`src/rtl/mem_game_pkg.sv`:
```
// Shared types and helpers for the memory-game LED sequence player.
package mem_game_pkg;

    // Playback FSM states
    typedef enum logic [2:0] {
        ST_IDLE,
        ST_FETCH,
        ST_WAIT,
        ST_ON,
        ST_OFF,
        ST_DONE
    } state_t;

    // One bit of a one-hot LED decode. Colour indices at or above n_leds light nothing.
    function automatic logic onehot(input logic [31:0] sel,
                                    input logic [31:0] pos,
                                    input logic [31:0] n_leds);
        return (sel < n_leds) && (sel == pos);
    endfunction

endpackage

```
`src/rtl/led_sequence_player_phase_timer.sv`:
```
// Loadable down-counter used to time both the lit and the dark phase of each entry.
module phase_timer #(
    parameter int unsigned TICK_W = 25
) (
    input  logic              clk,
    input  logic              rst,
    input  logic              load,
    input  logic [TICK_W-1:0] load_val,
    input  logic              en,
    output logic              zero
);

    logic [TICK_W-1:0] r_count;

    // Load has priority; otherwise count down and stop at zero
    always_ff @(posedge clk) begin
        if (rst) begin
            r_count <= '0;
        end else if (load) begin
            r_count <= load_val;
        end else if (en && (r_count != '0)) begin
            r_count <= r_count - 1'b1;
        end
    end

    assign zero = (r_count == '0);

endmodule

```
`src/rtl/led_sequence_player.sv`:
```
// Plays a stored colour sequence from the game's sequence RAM on a one-hot LED bank.
// Each entry is fetched, shown for ON_TICKS cycles, then followed by OFF_TICKS dark cycles.
module led_sequence_player
    import mem_game_pkg::*;
#(
    parameter int unsigned N_LEDS    = 4,
    parameter int unsigned SEL_W     = 2,
    parameter int unsigned ADDR_W    = 5,
    parameter int unsigned TICK_W    = 25,
    parameter int unsigned ON_TICKS  = 25000000,
    parameter int unsigned OFF_TICKS = 12500000
) (
    input  logic              clk,
    input  logic              rst,
    input  logic              start,
    input  logic [ADDR_W:0]   length,
    output logic [ADDR_W-1:0] mem_addr,
    input  logic [SEL_W-1:0]  mem_data,
    output logic [N_LEDS-1:0] leds,
    output logic              busy,
    output logic              done
);

    localparam logic [TICK_W-1:0] ON_LOAD  = TICK_W'(ON_TICKS - 1);
    localparam logic [TICK_W-1:0] OFF_LOAD = TICK_W'(OFF_TICKS - 1);

    state_t             r_state;
    state_t             w_next;
    logic [ADDR_W:0]    r_len;
    logic [ADDR_W-1:0]  r_idx;
    logic [ADDR_W-1:0]  r_mem_addr;
    logic [SEL_W-1:0]   r_sel;
    logic [SEL_W-1:0]   w_sel_next;
    logic [N_LEDS-1:0]  r_leds;
    logic [N_LEDS-1:0]  w_led_bits;
    logic               r_busy;
    logic               r_done;
    logic               w_load;
    logic               w_en;
    logic               w_zero;
    logic [TICK_W-1:0]  w_load_val;
    logic               w_last;
    logic               w_accept;
    logic               w_advance;

    // Index compare is done at ADDR_W+1 bits so a full-depth sequence ends without wrapping
    assign w_last     = ({1'b0, r_idx} == (r_len - 1'b1));
    assign w_accept   = (r_state == ST_IDLE) && start && (length != '0);
    assign w_advance  = (r_state == ST_OFF) && w_zero && !w_last;
    assign w_sel_next = (r_state == ST_WAIT) ? mem_data : r_sel;

    phase_timer #(
        .TICK_W(TICK_W)
    ) u_phase_timer (
        .clk      (clk),
        .rst      (rst),
        .load     (w_load),
        .load_val (w_load_val),
        .en       (w_en),
        .zero     (w_zero)
    );

    // State register
    always_ff @(posedge clk) begin
        if (rst) begin
            r_state <= ST_IDLE;
        end else begin
            r_state <= w_next;
        end
    end

    // Next-state decode and phase timer control
    always_comb begin
        w_next     = r_state;
        w_load     = 1'b0;
        w_load_val = '0;
        w_en       = 1'b0;
        unique case (r_state)
            ST_IDLE: begin
                if (start) begin
                    w_next = (length != '0) ? ST_FETCH : ST_DONE;
                end
            end
            ST_FETCH: w_next = ST_WAIT;
            ST_WAIT: begin
                w_next     = ST_ON;
                w_load     = 1'b1;
                w_load_val = ON_LOAD;
            end
            ST_ON: begin
                if (w_zero) begin
                    w_next     = ST_OFF;
                    w_load     = 1'b1;
                    w_load_val = OFF_LOAD;
                end else begin
                    w_en = 1'b1;
                end
            end
            ST_OFF: begin
                if (w_zero) begin
                    w_next = w_last ? ST_DONE : ST_FETCH;
                end else begin
                    w_en = 1'b1;
                end
            end
            ST_DONE: w_next = ST_IDLE;
            default: w_next = ST_IDLE;
        endcase
    end

    // LED pattern for the colour that will be held during the coming cycle
    always_comb begin
        w_led_bits = '0;
        for (int unsigned i = 0; i < N_LEDS; i++) begin
            w_led_bits[i] = onehot(32'(w_sel_next), i, N_LEDS);
        end
    end

    // Datapath registers; outputs are registered from the next state so they line up with it
    always_ff @(posedge clk) begin
        if (rst) begin
            r_len      <= '0;
            r_idx      <= '0;
            r_mem_addr <= '0;
            r_sel      <= '0;
            r_leds     <= '0;
            r_busy     <= 1'b0;
            r_done     <= 1'b0;
        end else begin
            if (w_accept) begin
                r_len      <= length;
                r_idx      <= '0;
                r_mem_addr <= '0;
            end
            if (w_advance) begin
                r_idx      <= r_idx + 1'b1;
                r_mem_addr <= r_idx + 1'b1;
            end
            if (r_state == ST_WAIT) begin
                r_sel <= mem_data;
            end
            r_leds <= (w_next == ST_ON) ? w_led_bits : '0;
            r_busy <= (w_next != ST_IDLE);
            r_done <= (w_next == ST_DONE);
        end
    end

    assign mem_addr = r_mem_addr;
    assign leds     = r_leds;
    assign busy     = r_busy;
    assign done     = r_done;

endmodule
```
`config.mk`:
```
export PLATFORM = sky130hd
export DESIGN_NAME = led_sequence_player
export DESIGN_NICKNAME = d
export VERILOG_FILES = /design/src/rtl/mem_game_pkg.sv /design/src/rtl/led_sequence_player_phase_timer.sv /design/src/rtl/led_sequence_player.sv
export SDC_FILE = /design/constraint.sdc
export NUM_CORES = 1
export LEC_CHECK = 0
export ABC_AREA = 1
export CORE_MARGIN = 10
export CORE_UTILIZATION = 45
export CTS_BUF_LIST = sky130_fd_sc_hd__clkbuf_4 sky130_fd_sc_hd__clkbuf_8
export DETAILED_ROUTE_END_ITERATION = 10
export DONT_BUFFER_PORTS = 1
export PLACE_DENSITY = 0.58
export SLEW_MARGIN = 15
export SYNTH_ARGS = -nofsm -noshare
export SYNTH_HDL_FRONTEND = slang
export SYNTH_SLANG_ARGS = --single-unit
```
`constraint.sdc`:
```
create_clock -name clk -period 1.9 [get_ports clk]
set_input_delay 0.285 -clock clk [delete_from_list [all_inputs] [get_ports clk]]
set_output_delay 0.285 -clock clk [all_outputs]
set_load 0.01 [all_outputs]
```
==> Word level (Yosys, flattened, before mapping) <==
Cells that the tools add are included.
{ "word_totals": {"ff_bits": 47, "input_bits": 11, "output_inout_bits": 11} }
{ "classes": {"addsub": 3, "eq_ne": 10, "muxes": 17, "n_bitwise": 1, "n_reduce_logical": 16} }
{ "op_table": {"columns": ["operator", "n"], "rows": [
  ["$mux W25", 2],
  ["$pmux W25 S2", 1],
  ["$logic_not A25 Y1", 1],
  ["$reduce_bool A25 Y1", 1],
  ["$sub A25 B1 Y25 const B", 1],
  ["$mux W24", 1],
  ["$mux W3", 5],
  ["$pmux W3 S5", 1],
  ["$mux W5", 2],
  ["$eq A3 B2 Y1 const B", 3],
  ["$eq A3 B3 Y1 const B", 2],
  ["$eq A5 B6 Y1", 1],
  ["$reduce_bool A6 Y1", 1],
  ["$sub A6 B1 Y6 const B", 1],
  ["$add A5 B1 Y5 const B", 1],
  ["$logic_and A1 B1 Y1", 5],
  ["$eq A2 B2 Y1 const B", 2],
  ["$reduce_bool A2 Y1", 2],
  ["$reduce_or A2 Y1", 2],
  ["$eq A3 B1 Y1 const B", 1],
  ["$logic_not A3 Y1", 1],
  ["$mux W1", 3],
  ["$reduce_bool A3 Y1", 1],
  ["$eq A2 B1 Y1 const B", 1],
  ["5 further kinds", 5]
]} }

==> Depth between registers and ports, before layout <==
{ "depth": {"word_depth": 8, "mapped_depth": 14, "mapped_depth_nobuf": 14} }

==> Modules after synthesis <==
From an unflattened synthesis, not the netlist that was laid out.
{ "unflattened": {"hier_cells": 508, "hier_area_um2": 3201.8} }
{ "by_module_without_submodules": {"columns": ["mod", "instances", "cells_per_inst", "area_per_inst_um2"], "rows": [
  ["phase_timer", 1, 336, 2015.7],
  ["led_sequence_player", 1, 172, 1186.1]
]} }

==> Worst setup path before layout <==
OpenSTA, ideal clock, no wires.
{ "synth_path": {"path_kind": "register to register", "start": "reg u_phase_timer.r_count[0]", "end": "reg u_phase_timer.r_count[10]", "setup_ps": 112, "arrival_time_ps": 1645, "setup_slack_ps": 143, "path_stages_with_launch": 14, "path_buffers": 0, "path_cell_list": "dfxtp_1 inv_1 ha_1 nand2_2 nor2_8 nand2_2 nor2_8 nor2_4 nor2_8 inv_2 nand2_1 nand2_1 nor2_1 nor2_1"} }
{ "synth_via": {"elab_chain_cells": 5, "word_cells_on_any_way": 13, "cone_classes": "add/sub: 1; mux: 8; reduce/logical: 4"} }
{ "synth_rtl": {"columns": ["element", "line_no", "rtl"], "rows": [
  ["start, declared", "led_sequence_player_phase_timer.sv:13", "logic [TICK_W-1:0] r_count;"],
  ["start signal, assigned", "led_sequence_player_phase_timer.sv:20", "r_count <= load_val;"],
  ["start signal, assigned", "led_sequence_player_phase_timer.sv:22", "r_count <= r_count - 1'b1;"],
  ["branches (longest 5 deep; another with $sub A25 B1 Y25)", null, null]
]} }
Parallel ways; which one is timed is not known. The select of a mux whose other input is x is not followed.
A chain may end at the register's enable or synchronous reset.

==> Worst setup path in the final report <==
{ "layout_path": {"start": "reg u_phase_timer.r_count[18]", "end": "reg u_phase_timer.r_count[22]"} }
The elaborated chain is that of the path after synthesis.

==> metrics.cfg <==
[global_route]
grt_pass1_wl_mm=11.9
grt_pass1_vias=2583
grt_start_max_net_pins=22
grt_util_met1_pct=16.9
met3_usage_pct=2.91
track_usage_pct=14.0
overflow=0
grtUsageMet2_pct=24.5
grt_busiest_layer=met2
antenna_found_initial=0

[synth]
synth_compound_area_share_pct=9.13
synth_mux_area_share_pct=0
synthAdderAreaFrac_pct=1.33
syn_nets=454
synth_top_family_by_area=simple AND/OR/NAND/NOR gates
yosysSeqAreaShare_pct=33.3
yosysWarnings=0
synthXorXnorAreaFrac_pct=4.96
syn_area_mm2=0.00282
synth-simple-area-share_pct=42.1
syn_avg_cell_area_um2=6.42
ys_ff_latch=47
synth_cell_types=25
netlist_instances=440

[sta]
max-slew-margin-rel_pct=62.6
setup_viol=0
finalHoldViolations=0
worst_pin_slew_ps=560
final.period_utilization_pct=94.5
timing.fmax_mhz=557
clock_skew_ps=14.1
min_period_ps=1800
hold_slack_ps=22.8
slew_violations=0

[cts]
clock-sinks=47
cts_buffers=5
clk_latency_ps=310
h-tree-depth=2
path_clk_slew_ps=100
cts_buffer_depth=2
cts_tree=yes
root_buffer=clkbuf_8

[run_status]
outcome=complete, no violations

[route]
first_pass_iters=4
vias_per_cell=5.00
final_antenna_net_count=0
wl_mm=6.98
wl_per_cell_um=13.0
num_vias=2690
drc_errors=0
drtIter0Drc=142

[finish]
nNetsFinal=476
area_growth_pct=15.3
layout-drive-gt1-share_pct=17.1
multi_input_area_mm2=0.00167
num-fill-cells=606
antenna_cells=0
final_common_cell=nand2_1
fin_util_pct=54.3
ff_latch_area_um2=951
final_cell_mix=nand2_1, nor2_1, inv_1

[worst_setup_path]
criticalPathCategory=flip-flop to flip-flop
worstPathArrival_ps=2050
worst_setup_path_end_kind=flip-flop
required_ps=2160
cp_slowest_cell=dfxtp_2
crit_chain=nor2_2 -> nand2_1 -> nor2_2 -> nand2_2 -> nor2_8 -> nor2_4 -> nor2_8 -> buf_12 -> nor2_8 -> buf_12 -> nand2_1 -> nand2_1 -> nor2_1
max_stage_delay_ps=370
path_max_fanout=11
startpoint_type=flip-flop

[floorplan]
rows=28
die_height_um=99.2
core-area_mm2=0.00599
dieArea_mm2=0.00984
die-width_um=99.2
io_pins=22
initial_core_util_pct=47.1

[placement]
place_congestion=0.826
io_buffers=0
hpwl_mm=5.20

[min_path]
hp-class=input port to flip-flop

[power]
p_leak_nw=1.58
power_density_mw_per_mm2=1150
peakVddDrop_uv=535

[flow_run]
max_cap_violations=0

## final timing paths
| check | to | slack (ps) | cells past startpoint | startpoint |
|---|---|---|---|---|
| max | u_phase_timer.r_count[22] | 100 | 13 | u_phase_timer.r_count[18] |
| min | u_phase_timer.r_count[13] | 20 | 1 | rst |
| max reg2reg | u_phase_timer.r_count[22] | 100 | 13 | u_phase_timer.r_count[18] |
| min reg2reg | r_len[5] | 480 | 2 | r_len[5] |
## flip-flops by register name, indices dropped and copies added, names as in the netlist
name,count
r_state,3
mem_addr,5
busy,1
done,1
leds,4
r_sel,2
r_len,6
u_phase_timer.r_count,25
## repair_timing
action	CTS	global route
setup endpoints to repair	1	36
buffers inserted	2	1
hold buffers	0	0
pin swaps	1	7
resized for setup	0	28
## critical path, delay by kind of cell, from the launching register on
family	cells	cell delay [ps]
DFF	1	370
buffers and inverters	2	270
and+or+nand+nor	11	1110
## stage by stage
step | setup TNS [ps] | cells | total power, mW | setup WS [ps] | instance area, um^2
3_3_place_gp | 0 | 527 | 2.85 | 54.3 | 3040
5_1_grt | -35.8 | 538 | 4.01 | -17.1 | 3250
6_report | 0 | 538 | 3.73 | 104 | 3250
3_5_place_dp | 0 | 527 | 2.86 | 21.2 | 3040
4_1_cts | 0 | 537 | 3.64 | 1.63 | 3180
2_1_floorplan | 0 | 440 | 2.45 | 143 | 2820
## power breakdown
part	switching [mW]	internal, mW
combinational	1.01	0.715
clock	0.380	0.393
sequential	0.124	1.11
total	1.51	2.22
## synthesized netlist by cell type, drive strengths merged
master / n / area (um^2)
a21oi: 34 / 170
buf: 7 / 56.3
clkbuf: 3 / 11.3
dfxtp: 47 / 941
ha: 3 / 37.5
inv: 51 / 191
nand2: 129 / 497
nand3: 34 / 170
nand3b: 4 / 30.0
nand4: 6 / 37.5
nor2: 84 / 415
nor4: 1 / 6.26
o21ai: 16 / 87.6
or2: 5 / 31.3
xnor2: 6 / 52.6
xor2: 10 / 87.6
## cell families (layout without fill, tap and decap cells)
logic type               count (synthesis)  count (layout)
AND/OR/NAND/NOR                        263             263
buffers and inverters                   61              84
XOR/XNOR                                16              16
adder cells (fa/ha/maj)                  3               3
flip-flops                              47              47
AO/OA/AOI/OAI                           50              50
## layout make-up
type                       count  share of cell area [%]
timing repair buffer          25                    7.15
inverter                      51                    5.88
clock buffer                   5                    2.11
multi-input combinational    332                    51.4
sequential                    47                    29.2
tap                           75                    2.88
clock inverter                 3                    1.35
## metal layers
metal  up-vias  part of all wire (%)
met5         -                     0
met4         0                   1.0
met3         7                   4.7
met2        46                    49
met1      1222                    46
li1       1415                     -
(Power assumes the default switching activity.)
==> edit 1 (config.mk and constraints unchanged) <==
Set the parameter `SEL_W` to 1 (it was 2).
--- a/src/rtl/led_sequence_player.sv
+++ b/src/rtl/led_sequence_player.sv
@@ -4,7 +4,7 @@
     import mem_game_pkg::*;
 #(
     parameter int unsigned N_LEDS    = 4,
-    parameter int unsigned SEL_W     = 2,
+    parameter int unsigned SEL_W     = 1,
     parameter int unsigned ADDR_W    = 5,
     parameter int unsigned TICK_W    = 25,
     parameter int unsigned ON_TICKS  = 25000000,
Interface: changed (resized mem_data); port bits go from 22 to 21. The function was not compared with the original's and may differ.
==> edit 1 against the unedited design <==
- clock skew fell by 0.0096 ns
- highest routed layer unchanged
- total power rose by 28%
- worst setup slack improved by 0.028 ns
- critical path depth rose by 1
- non-clock buffer count did not move
- routed wire length rose by 0.44%
- synthesized cell count fell by 3.4%
- area after synthesis fell by 5.9%
- sequential cell count fell by 3
- cell area fell by 6.4%
- sequential share of layout area fell by 0.27 points
- count of clock-buffer cells in the layout rose by 1
- cell count fell by 3.0%
- combinational power rose by 64%
==> edit 1: results (changes against the unedited design) <==
Status:
- The flow ran to the end, and the final reports show no timing, DRC or antenna violations.

Global route:
- The met2 demand-to-capacity share in global routing is 21.7% (-2.8 points).
- The global routing met3 resource utilization came to 3.76% (+0.85 points).
- The largest net degree at the start of global routing is 18 (-18%).
- The aggregate global-route resource usage is 14.2% (+0.17 points).
- The first-pass GRT wire length is 11400 µm (-3.7%).
- The global routing met1 resource utilization is 18.9% (+2.0 points).

Yosys:
- The average cell area after synthesis is 6.25 µm² (-2.6%).
- The sequential element share of the synthesized area is 33.2% (-0.16 points).
- The number of distinct library cells after synthesis came to 30 (+20%).
- Sorting the synthesized cells by area gives the leading types as sky130_fd_sc_hd__dfxtp_1 (33%), sky130_fd_sc_hd__nand2_1 (15%), sky130_fd_sc_hd__nor2_1 (11%).

Timing:
- The largest clock skew in the final design is 0.00456 ns (-0.00959 ns).

Finish:
- The share of post-route cells with drive strength above 1 came to 13.8% (-3.3 points).

Pwr:
- The peak supply drop is 0.775 mV (+45%).
- The reported leakage power is 1.52 nW (-3.5%).

Setup path:
- The reg-to-reg startpoint is u_phase_timer.r_count[0].
- The worst reg2reg path depth is 14 (+1).
- The register-to-register path setup slack is 0.13 ns (+0.03 ns).
- The endpoint identified for the worst register-to-register timing path is u_phase_timer.r_count[24].
- The biggest fanout along the worst timing path is 5 (-6).
- The data arrival time of the critical path is 1.97 ns (-0.08 ns).

Route:
- The first-iteration detailed-routing DRC count was 147 (+3.5%).
- The overall via count from detail_route is 2655 (-1.3%).

Placement:
- The global placer's final weighted congestion was 0.910 (+10%).
- The sum of net half-perimeters after detailed placement is 5300 µm (+1.9%).

Min path:
- The end point of the most critical hold path is u_phase_timer.r_count[20].
-- edit 1: timing repair --
action                     in CTS  in global routing
cloned                          0                  2
setup buffers                   0                  1
pin swaps                       0                  4
resized for setup               1                 19
setup endpoints to repair       8                 35
-- edit 1: cell type report --
type	instances	area (µm²)
clock inverter	2	15.0
timing repair buffer	25	195
inverter	50	188
sequential	44	882
clock buffer	6	82.6
multi-input combinational	323	1590
fill	594	2560
tap	72	90.1
-- edit 1: worst max-delay path by stage --
stage                                     end  slack (ns)  depth (start not counted)
finish              u_phase_timer.r_count[24]        0.13                         14
CTS                 u_phase_timer.r_count[22]        0.02                         12
floorplan                         mem_addr[2]        0.20                         12
global placement                  mem_addr[2]        0.08                         12
detailed placement  u_phase_timer.r_count[17]      -0.008                         11
global route        u_phase_timer.r_count[24]       -0.02                         13
-- edit 1: through the flow --
step                area [µm²]  hold slack, ns  util (%)
finish                    3050          0.0403      54.3
global route              3050          0.0198      54.3
CTS                       2960          0.0305      52.9
detailed placement        2870           0.360      51.1
global placement          2870           0.358      51.1
floorplan                 2660           0.433         -
-- edit 1: critical path, stage by stage (launching register included) --
cell and delay, ns:
sky130_fd_sc_hd__dfxtp_1 0.34, sky130_fd_sc_hd__inv_2 0.09, sky130_fd_sc_hd__ha_4 0.14, sky130_fd_sc_hd__nand2_2 0.07, sky130_fd_sc_hd__nor2_1 0.12, sky130_fd_sc_hd__nand2_1 0.10, sky130_fd_sc_hd__nor2_4 0.15, sky130_fd_sc_hd__nand2_1 0.06
sky130_fd_sc_hd__nand2_1 0.11, sky130_fd_sc_hd__inv_2 0.09, sky130_fd_sc_hd__buf_4 0.16, sky130_fd_sc_hd__nand2_1 0.05, sky130_fd_sc_hd__nand2_1 0.04, sky130_fd_sc_hd__nor2_1 0.08, sky130_fd_sc_hd__nor2_1 0.05
-- edit 1: logic make-up (layout without fill, tap and decap cells) --
| kind of cell | count (synthesis) | in the layout | synth area share (%) |
|---|---|---|---|
| xor+xnor | 18 | 18 | 5.94 |
| compound gates | 52 | 52 | 9.99 |
| simple gates | 246 | 248 | 39.9 |
| other cells | 1 | 2 | 0.141 |
| fa+ha+maj | 3 | 3 | 1.41 |
| buf+inv | 61 | 83 | 9.42 |
| flops | 44 | 44 | 33.2 |
-- edit 1: power groups by stage --
stage / clock network (mW) / logic, mW / registers, mW
after floorplan: 0 / 1.96 / 1.28
after global placement: 0 / 2.62 / 1.32
final: 0.641 / 2.82 / 1.31
after detailed placement: 0 / 2.64 / 1.31
after global routing: 0.700 / 3.20 / 1.33
after CTS: 0.656 / 2.66 / 1.29
==> edit 2 (same flow settings) <==
Without the edit above. Encoding of `state_t`: now one-hot (6 bits for 6 states).
--- a/src/rtl/mem_game_pkg.sv
+++ b/src/rtl/mem_game_pkg.sv
@@ -2,13 +2,13 @@
 package mem_game_pkg;
 
     // Playback FSM states
-    typedef enum logic [2:0] {
-        ST_IDLE,
-        ST_FETCH,
-        ST_WAIT,
-        ST_ON,
-        ST_OFF,
-        ST_DONE
+    typedef enum logic [5:0] {
+        ST_IDLE  = 6'b000001,
+        ST_FETCH = 6'b000010,
+        ST_WAIT  = 6'b000100,
+        ST_ON    = 6'b001000,
+        ST_OFF   = 6'b010000,
+        ST_DONE  = 6'b100000
     } state_t;
 
     // One bit of a one-hot LED decode. Colour indices at or above n_leds light nothing.
Check against the original RTL: no difference found for any inputs over 10 cycles, from zero or initial values and one cycle with rst high; not proved beyond that.
==> edit 2 against the unedited design <==
- sequential cell count up 3
- area after synthesis increased by 2.7%
- highest routed layer unchanged
- routed wire length increased by 0.77%
- synthesized cell count down 0.23%
- critical path depth stayed put
- worst setup slack about the same
- global-route usage increased by 0.11 points
- largest cell class unchanged
- maximum frequency barely moved
- cell area is 1.5% higher
Power is not compared: it rests on default switching activity, and its combinational part moved more than twofold at a synthesized area within 25%.
==> edit 2: results (changes against the unedited design) <==
Finish:
- The fraction of area in multi-input gates is 51.8% (+0.38 points).
- The count of fill cells added during filler insertion is 631 (+4.1%).
- The layout inverter count without the clock tree is 46 (-9.8%).
- The number of multi-input combinational cells in the layout is 333 (+0.30%).
- The non-clock buffer share of cell area came to 6.14% (-1.0 points).
- The total of plain and repair buffers excluding clock buffers was 22 (-12%).
- The area fraction of clock buffers and clock inverters was 3.52% (+0.063 points).
- The post-layout instance count excluding filler cells is 536 (-0.37%).
- The sequential portion of the cell area was 30.4% (+1.2 points).
- The post-synthesis to final-layout area growth is 13.9%.

Global route:
- The aggregate global-route resource usage was 14.2% (+0.11 points).
- The number of global-route vias before repair is 2528 (-2.1%).
- The first-pass GRT wire length was 11900 µm (about the same).
- The global routing met3 resource utilization is 3.91% (+1.0 points).
- The met2 demand-to-capacity share in global routing came to 22.9% (-1.6 points).
- The largest net degree at the start of global routing is 23 (+4.5%).
- The global routing met1 resource utilization is 18.1% (+1.2 points).

Timing:
- The count of final setup violators came to 0 (unchanged).
- The worst relative slew slack is 73.7% (+11 points).
- The smallest hold slack is 0.0276 ns (+0.00477 ns).
- The largest clock skew in the final design is 0.0132 ns (-0.000940 ns).

Placement:
- The cell area after placement is 3030 µm² (-0.25%).
- The global placer's final weighted congestion is 0.940 (+14%).
- The sum of net half-perimeters after detailed placement was 5180 µm (-0.47%).
- The number of placed instances with taps included is 519 (-1.5%).

Setup path:
- The biggest fanout along the worst timing path is 13 (+2).
- The slowest cell on the critical path is sky130_fd_sc_hd__dfxtp_1.
- The register-to-register path setup slack is 0.10 ns (about the same).
- The largest stage delay on the critical path is 0.34 ns (-0.03 ns).
- The data arrival time of the critical path was 2.00 ns (-0.05 ns).
- The endpoint identified for the worst register-to-register timing path is u_phase_timer.r_count[5].
- In this run the critical register-to-register path is launched from u_phase_timer.r_count[0].

Yosys:
- The average cell area after synthesis is 6.61 µm² (+3.0%).
- The number of distinct library cells after synthesis is 32 (+28%).
- By count the netlist is led by sky130_fd_sc_hd__nand2_1 (105), sky130_fd_sc_hd__nor2_1 (74), sky130_fd_sc_hd__dfxtp_1 (50).
- The sequential element share of the synthesized area is 34.5% (+1.2 points).
- After synthesis, the cell types taking the most area are sky130_fd_sc_hd__dfxtp_1 (35%), sky130_fd_sc_hd__nand2_1 (14%), sky130_fd_sc_hd__nor2_1 (9.6%).
- The synthesized netlist net count is 453 (-0.22%).

Route:
- The wire length the detailed router placed on met1 is 3320 µm (+3.9%).
- The met3 wire length is 361 µm (+10%).
- The average detailed-routed wire length per instance is 13.1 µm (+1.1%).
- The wire length on met2 was 3320 µm (-2.0%).
- The number of vias per cell is 5.07 (+1.3%).

Clock network:
- The number of buffers inserted by post-CTS setup repair was 0 (-2).
- The clock latency at the later pin of the worst-skew pair was 0.31 ns (about the same).
- The sink count of the clock tree was 50 (+6.4%).

Die:
- The area of the core was 6310 µm² (+5.4%).

Status:
- The flow ran to the end, and the final reports show no timing, DRC or antenna violations.
[edit 2: cell types whose count changed in the layout (fill, tap and decap cells not counted), sizes merged, moves of 3 or more]
cell    unedited run  this run
a21oi             34        28
buf               25        22
dfxtp             47        50
inv               51        47
nand2            129       113
nand3             34        31
nand3b             4         8
nand4              6        10
nor2              84        92
nor3               0         4
o21ai             16        22
or2                5         2
[edit 2: cell families after synthesis]
logic type      after synthesis  share of synthesized area [%]
compound gates               53                           9.36
simple gates                262                           41.8
fa+ha+maj                     3                           1.29
buf+inv                      56                           8.54
flops                        50                           34.5
xor+xnor                     15                           4.53
[edit 2: metrics by stage]
step / worst slack, ns / total power, mW
2_1_floorplan: 0.133 / 1.37
3_3_place_gp: 0.0791 / 1.43
3_5_place_dp: 0.0592 / 1.43
4_1_cts: 0.0113 / 2.22
5_1_grt: -0.00333 / 2.33
6_report: 0.104 / 2.20
[edit 2: where the power goes]
group          switching [mW]  internal [mW]
sequential             0.0257           1.08
combinational           0.196          0.118
clock                   0.382          0.400
